[src/rtl/gpmc_bridge_pkg.sv]
// Shared types and constants for the GPMC register-file bridge.
package gpmc_bridge_pkg;

  localparam int GPMC_AD_W = 16;

  // Bit positions of the active-low strobes inside the synchronized strobe vector
  localparam int STB_W    = 6;
  localparam int STB_ADVN = 0;
  localparam int STB_CSN  = 1;
  localparam int STB_WEN  = 2;
  localparam int STB_OEN  = 3;
  localparam int STB_BE0N = 4;
  localparam int STB_BE1N = 5;

  typedef enum logic [2:0] {
    IDLE   = 3'd0,
    ADDR   = 3'd1,
    ACCESS = 3'd2,
    READ   = 3'd3,
    WRITE  = 3'd4
  } gpmc_state_e;

endpackage

[src/rtl/gpmc_sync.sv]
// Multi-stage synchronizer with a synchronous reset value; all bits share one depth
// so that a group of signals stays cycle-aligned after synchronization.
module gpmc_sync #(
  parameter int             W       = 1,
  parameter int             STAGES  = 2,
  parameter logic [W-1:0]   RST_VAL = '0
) (
  input  logic         clk_i,
  input  logic         rst_i,
  input  logic [W-1:0] d_i,
  output logic [W-1:0] q_o
);

  logic [W-1:0] stage_q [STAGES];

  always_ff @(posedge clk_i) begin
    if (rst_i) begin
      for (int i = 0; i < STAGES; i++) stage_q[i] <= RST_VAL;
    end else begin
      stage_q[0] <= d_i;
      for (int i = 1; i < STAGES; i++) stage_q[i] <= stage_q[i-1];
    end
  end

  assign q_o = stage_q[STAGES-1];

endmodule

[src/rtl/gpmc_regfile_bridge.sv]
// GPMC async muxed-bus slave exposing a 16-bit register file. Build with
// GPMC_BRIDGE_BURST_EN defined to auto-increment the address after each access.
module gpmc_regfile_bridge
  import gpmc_bridge_pkg::*;
#(
  parameter int REG_ADDR_W  = 4,
  parameter int SYNC_STAGES = 2   // legal range 2..4
) (
  input  logic                                  CLK_100M,
  input  logic                                  reset,
  input  logic [GPMC_AD_W-1:0]                  gpmc_ad_in,
  output logic [GPMC_AD_W-1:0]                  gpmc_ad_out,
  output logic                                  gpmc_ad_oe,
  input  logic                                  gpmc_advn,
  input  logic                                  gpmc_csn,
  input  logic                                  gpmc_wen,
  input  logic                                  gpmc_oen,
  input  logic                                  gpmc_be0n,
  input  logic                                  gpmc_be1n,
  output logic [GPMC_AD_W*(2**REG_ADDR_W)-1:0]  regs_q,
  output logic                                  wr_strobe,
  output logic [REG_ADDR_W-1:0]                 wr_addr,
  output logic [3:0]                            led,
  output gpmc_state_e                           state_o
);

  localparam int NREGS = 2**REG_ADDR_W;

  logic [STB_W-1:0]     stb_s;
  logic [GPMC_AD_W-1:0] ad_s;
  logic advn_s, csn_s, wen_s, oen_s, be0n_s, be1n_s;

  gpmc_sync #(.W(STB_W), .STAGES(SYNC_STAGES), .RST_VAL({STB_W{1'b1}})) u_sync_stb (
    .clk_i (CLK_100M),
    .rst_i (reset),
    .d_i   ({gpmc_be1n, gpmc_be0n, gpmc_oen, gpmc_wen, gpmc_csn, gpmc_advn}),
    .q_o   (stb_s)
  );

  gpmc_sync #(.W(GPMC_AD_W), .STAGES(SYNC_STAGES), .RST_VAL('0)) u_sync_ad (
    .clk_i (CLK_100M),
    .rst_i (reset),
    .d_i   (gpmc_ad_in),
    .q_o   (ad_s)
  );

  assign advn_s = stb_s[STB_ADVN];
  assign csn_s  = stb_s[STB_CSN];
  assign wen_s  = stb_s[STB_WEN];
  assign oen_s  = stb_s[STB_OEN];
  assign be0n_s = stb_s[STB_BE0N];
  assign be1n_s = stb_s[STB_BE1N];

  gpmc_state_e           state_q;
  logic [REG_ADDR_W-1:0] addr_q;
  logic [REG_ADDR_W-1:0] addr_next;
  logic [GPMC_AD_W-1:0]  reg_file_q [NREGS];
  logic [GPMC_AD_W-1:0]  ad_out_q;
  logic                  oe_q;
  logic                  wr_strobe_q;
  logic [REG_ADDR_W-1:0] wr_addr_q;
  logic                  led_wr_q, led_rd_q, led_alive_q;

`ifdef GPMC_BRIDGE_BURST_EN
  assign addr_next = addr_q + 1'b1;
`else
  assign addr_next = addr_q;
`endif

  always_ff @(posedge CLK_100M) begin
    if (reset) begin
      state_q     <= IDLE;
      addr_q      <= '0;
      ad_out_q    <= '0;
      oe_q        <= 1'b0;
      wr_strobe_q <= 1'b0;
      wr_addr_q   <= '0;
      led_wr_q    <= 1'b0;
      led_rd_q    <= 1'b0;
      led_alive_q <= 1'b0;
      for (int k = 0; k < NREGS; k++) reg_file_q[k] <= '0;
    end else begin
      wr_strobe_q <= 1'b0;
      led_alive_q <= 1'b1;
      // Chip-select release overrides everything, aborting any pending write
      if (csn_s) begin
        state_q <= IDLE;
        oe_q    <= 1'b0;
      end else begin
        case (state_q)
          IDLE: if (!advn_s) begin
            addr_q  <= ad_s[REG_ADDR_W-1:0];
            state_q <= ADDR;
          end
          ADDR: if (!advn_s) addr_q <= ad_s[REG_ADDR_W-1:0];
                else         state_q <= ACCESS;
          ACCESS: if (!oen_s) begin
            ad_out_q <= reg_file_q[addr_q];
            oe_q     <= 1'b1;
            state_q  <= READ;
          end else if (!wen_s) begin
            state_q <= WRITE;
          end
          READ: if (oen_s) begin
            oe_q     <= 1'b0;
            led_rd_q <= ~led_rd_q;
            addr_q   <= addr_next;
            state_q  <= ACCESS;
          end
          WRITE: if (wen_s) begin
            if (!be0n_s) reg_file_q[addr_q][7:0]  <= ad_s[7:0];
            if (!be1n_s) reg_file_q[addr_q][15:8] <= ad_s[15:8];
            wr_strobe_q <= 1'b1;
            wr_addr_q   <= addr_q;
            led_wr_q    <= ~led_wr_q;
            addr_q      <= addr_next;
            state_q     <= ACCESS;
          end
          default: state_q <= IDLE;
        endcase
      end
    end
  end

  // Gate the registered enable so the pad is never driven in the cycle a
  // write strobe or chip-select release arrives.
  assign gpmc_ad_oe  = oe_q & ~csn_s & wen_s;
  assign gpmc_ad_out = ad_out_q;
  assign wr_strobe   = wr_strobe_q;
  assign wr_addr     = wr_addr_q;
  assign led         = {led_alive_q, led_rd_q, led_wr_q, (state_q != IDLE)};
  assign state_o     = state_q;

  for (genvar k = 0; k < NREGS; k++) begin : g_flat
    assign regs_q[GPMC_AD_W*k +: GPMC_AD_W] = reg_file_q[k];
  end

endmodule

[config.mk]
export PLATFORM = sky130hd
export DESIGN_NAME = gpmc_regfile_bridge
export DESIGN_NICKNAME = d
export VERILOG_FILES = /design/src/rtl/gpmc_bridge_pkg.sv /design/src/rtl/gpmc_sync.sv /design/src/rtl/gpmc_regfile_bridge.sv
export SDC_FILE = /design/constraint.sdc
export NUM_CORES = 1
export LEC_CHECK = 0
export ABC_AREA = 1
export CORE_MARGIN = 5
export CORE_UTILIZATION = 50
export DETAILED_ROUTE_END_ITERATION = 8
export GPL_ROUTABILITY_DRIVEN = 0
export PLACE_DENSITY = 0.79
export SYNTH_ARGS = -nofsm -noshare
export SYNTH_HDL_FRONTEND = slang
export SYNTH_SLANG_ARGS = --single-unit
[constraint.sdc]
create_clock -name CLK_100M -period 5.45 [get_ports CLK_100M]
set_input_delay 0.8175 -clock CLK_100M [delete_from_list [all_inputs] [get_ports CLK_100M]]
set_output_delay 0.8175 -clock CLK_100M [all_outputs]
set_load 0.01 [all_outputs]
==> impl_metrics.toml <==
[global_route]
use_met1_pct = 37.2
grt_max_degree = 91
gr-usage-met2_pct = 44.2
grt_use_total_pct = 27.7
met3_usage_pct = 6.91
antenna_found_initial = 0
gr-max-usage-layer = "met2"
grt_pass1_wl_um = 70100
overflow = 0
grt_pass1_vias = 11900

[timing]
final-max-slew-violation-count = 0
fin_crit_sh_pct = 56.3
rsz0062_at_grt = "no"
tightestPinTransition_ns = 1.21
final_hold_viol_count = 0
finClkSkew_ns = 0.0154
setup_viol = 0
timing.fmax_mhz = 326
period_needed_ns = 3.07
slew_headroom_pct = 19.1
setup_tns_ns = 0

[floorplanning]
core_area_um2 = 28500
fp-row-count = 62
initial_core_util_pct = 50.3
ios = 309
dieArea_um2 = 32200
die_w_um = 179
fp.dieH_um = 179

[setup_path]
timing.rr.end = "reg_file_q[8][10]"
reg2reg_depth = 7
cp-startpoint = "state_o[1]"
critPathKind = "reg2reg"
timing.rr.start = "state_o[1]"
crit_path_cell_trace = "nor2_1 > nand2_1 > inv_2 > nand3_4 > nor3_4 > nand2_1 > nand2_1"
reg2reg_slack_ns = 2.38
cp_max_fo = 14
crit_path_frequent_cell = "nand2_1"
cpMaxStageDelayCell = "nor3_4"
crit_required_ns = 5.62
cpPeakStageDelay_ns = 0.94
critPathLaunchType = "flip-flop"
endpoint_kind = "flip-flop"
worstPathArrival_ns = 3.24

[route]
dr.pass1.iters = 6
postRouteAntennaNets = 0
drc = 0
wl_um = 46200
drt-initial-drc-count = 1488
vias_per_cell = 5.40
wl_per_cell_um = 20.3
vias = 12300

[outcome]
status = "completed"

[worst_hold_path]
min_path_cells = 2
min_from = "u_sync_ad.stage_q[0][2]"
min_path_type = "reg2reg"
hold_path_end = "u_sync_ad.stage_q[0][18]"

[synthesis]
postSynthCellCount = 1596
synthDistinctLibCells = 21
syn_avg_cell_area_um2 = 8.99
synth_seq_area_share_pct = 64.2
yosysWarningCount = 0
synth_area_um2 = 14400
ys_seq_elements = 332
syn_nets = 1620

[power]
clock_power_share_pct = 41.4
internal_power_uw = 4340
p_per_area_nw_per_um2 = 295
p_sw_uw = 1190
irDropWorstVdd_mv = 0.224
p_comb_share_pct = 6.8
swShare_pct = 21.5
seqPwrFrac_pct = 51.8
p_leak_uw = 0.00753

[clock_tree]
cts_tree = "done"
clkSlewWorstSetupHoldPaths_ns = 0.06
clock-sinks = 332
clkLatencyLatePin_ns = 0.51
postCtsHoldBufs = 0
root_buffer = "clkbuf_16"
post-cts-setup-buffers = 0
post_cts_resized = 0
cts_max_level = 2
cts_made_buffers = 34
cts_max_path_buffers = 3

[layout]
layout.nets = 1888
layout_commonest_cell = "nand2_1"
n_antenna_cell = 0
layout_common_cells = "nand2_1, nor2_1, clkdlybuf4s50_1"
area_growth_pct = 30.6
postLayoutCoreUtil_pct = 65.7
drive_gt1_share_pct = 5.19

[run]
drv_cap = 0

[placement]
port_buffers = 308
post-dp-hpwl_um = 33000
-- registers in the layout, summed over array words and instances, names as in the netlist --
name                count
u_sync_stb.stage_q     12
gpmc_ad_out            16
oe_q                    1
wr_strobe               1
wr_addr                 4
led_alive_q             1
led_rd_q                1
u_sync_ad.stage_q      32
state_o                 3
reg_file_q            256
addr_next               4
led_wr_q                1
-- worst max-delay path, delay by kind of cell, from the launching register on --
family	cells	cell delay, ns
buffers and inverters	1	0.09
flip-flops	1	0.38
AND/OR/NAND/NOR	6	2.27
-- cell type report --
cell class	count	area (um^2)
Fill cell	2261	9800
Sequential cell	332	9210
Multi-Input combinational cell	1109	4530
Timing Repair Buffer	318	3150
Clock buffer	53	1020
Tap cell	384	480
Inverter	69	260
Clock inverter	9	92.6
-- Yosys cell counts --
library cell  number  area share (%)
nor3_4             2            0.23
nand2_1          580              15
nand3_1           87             3.0
clkbuf_1          64             1.7
nand3_4            1            0.12
or2_2             12            0.52
buf_6              1           0.078
nor2_1           351             9.2
buf_4              5            0.26
edfxtp_1         256              54
nand4_1           17            0.74
clkinv_1           1           0.026
inv_1             67             1.8
nand2_4           10            0.78
nand2_2           10            0.44
inv_2              1           0.026
buf_2              4            0.14
o21ai_0           26            0.91
dfxtp_1           76              11
a21oi_1           13            0.45
buf_1             12            0.31
-- layer usage --
metal	share of wire, %	wire length, um
met1	38	17500
met2	46	21100
met3	12	5740
met4	4.1	1890
met5	0	0
-- power by group through the flow --
| stage | Clock (uW) | Combinational [uW] | Sequential [uW] |
|---|---|---|---|
| finish | 2290 | 375 | 2860 |
| global route | 2410 | 401 | 2870 |
| CTS | 2300 | 373 | 2860 |
| detailed placement | 0 | 371 | 2910 |
| global placement | 0 | 366 | 2910 |
| floorplan | 0 | 131 | 2920 |
-- metrics by stage --
step / instances / hold slack, ns / area, um^2 / setup WS [ns] / power (uW)
CTS: 2274 / 0.402 / 18800 / 2.34 / 5540
floorplan: 1596 / 0.388 / 14400 / 3.34 / 3050
finish: 2274 / 0.400 / 18800 / 2.38 / 5530
detailed placement: 2212 / 0.393 / 17600 / 1.95 / 3280
global route: 2274 / 0.417 / 18800 / 2.12 / 5680
global placement: 2212 / 0.391 / 17600 / 2.08 / 3280
-- kinds of logic after synthesis --
logic type	Yosys count	synth area share [%]
buffers and inverters	155	4.27
AND/OR/NAND/NOR	1070	30.2
flip-flops	332	64.2
AO/OA/AOI/OAI	39	1.36
-- how the worst max path moves through the flow --
stage | end | slack [ns] | depth (start not counted)
finish | reg_file_q[8][10] | 2.38 | 7
floorplan | reg_file_q[11][0] | 3.34 | 5
detailed placement | reg_file_q[8][9] | 1.95 | 4
CTS | reg_file_q[8][9] | 2.34 | 7
global placement | reg_file_q[3][13] | 2.08 | 4
global route | reg_file_q[8][10] | 2.12 | 7
(Power assumes the default switching activity.)
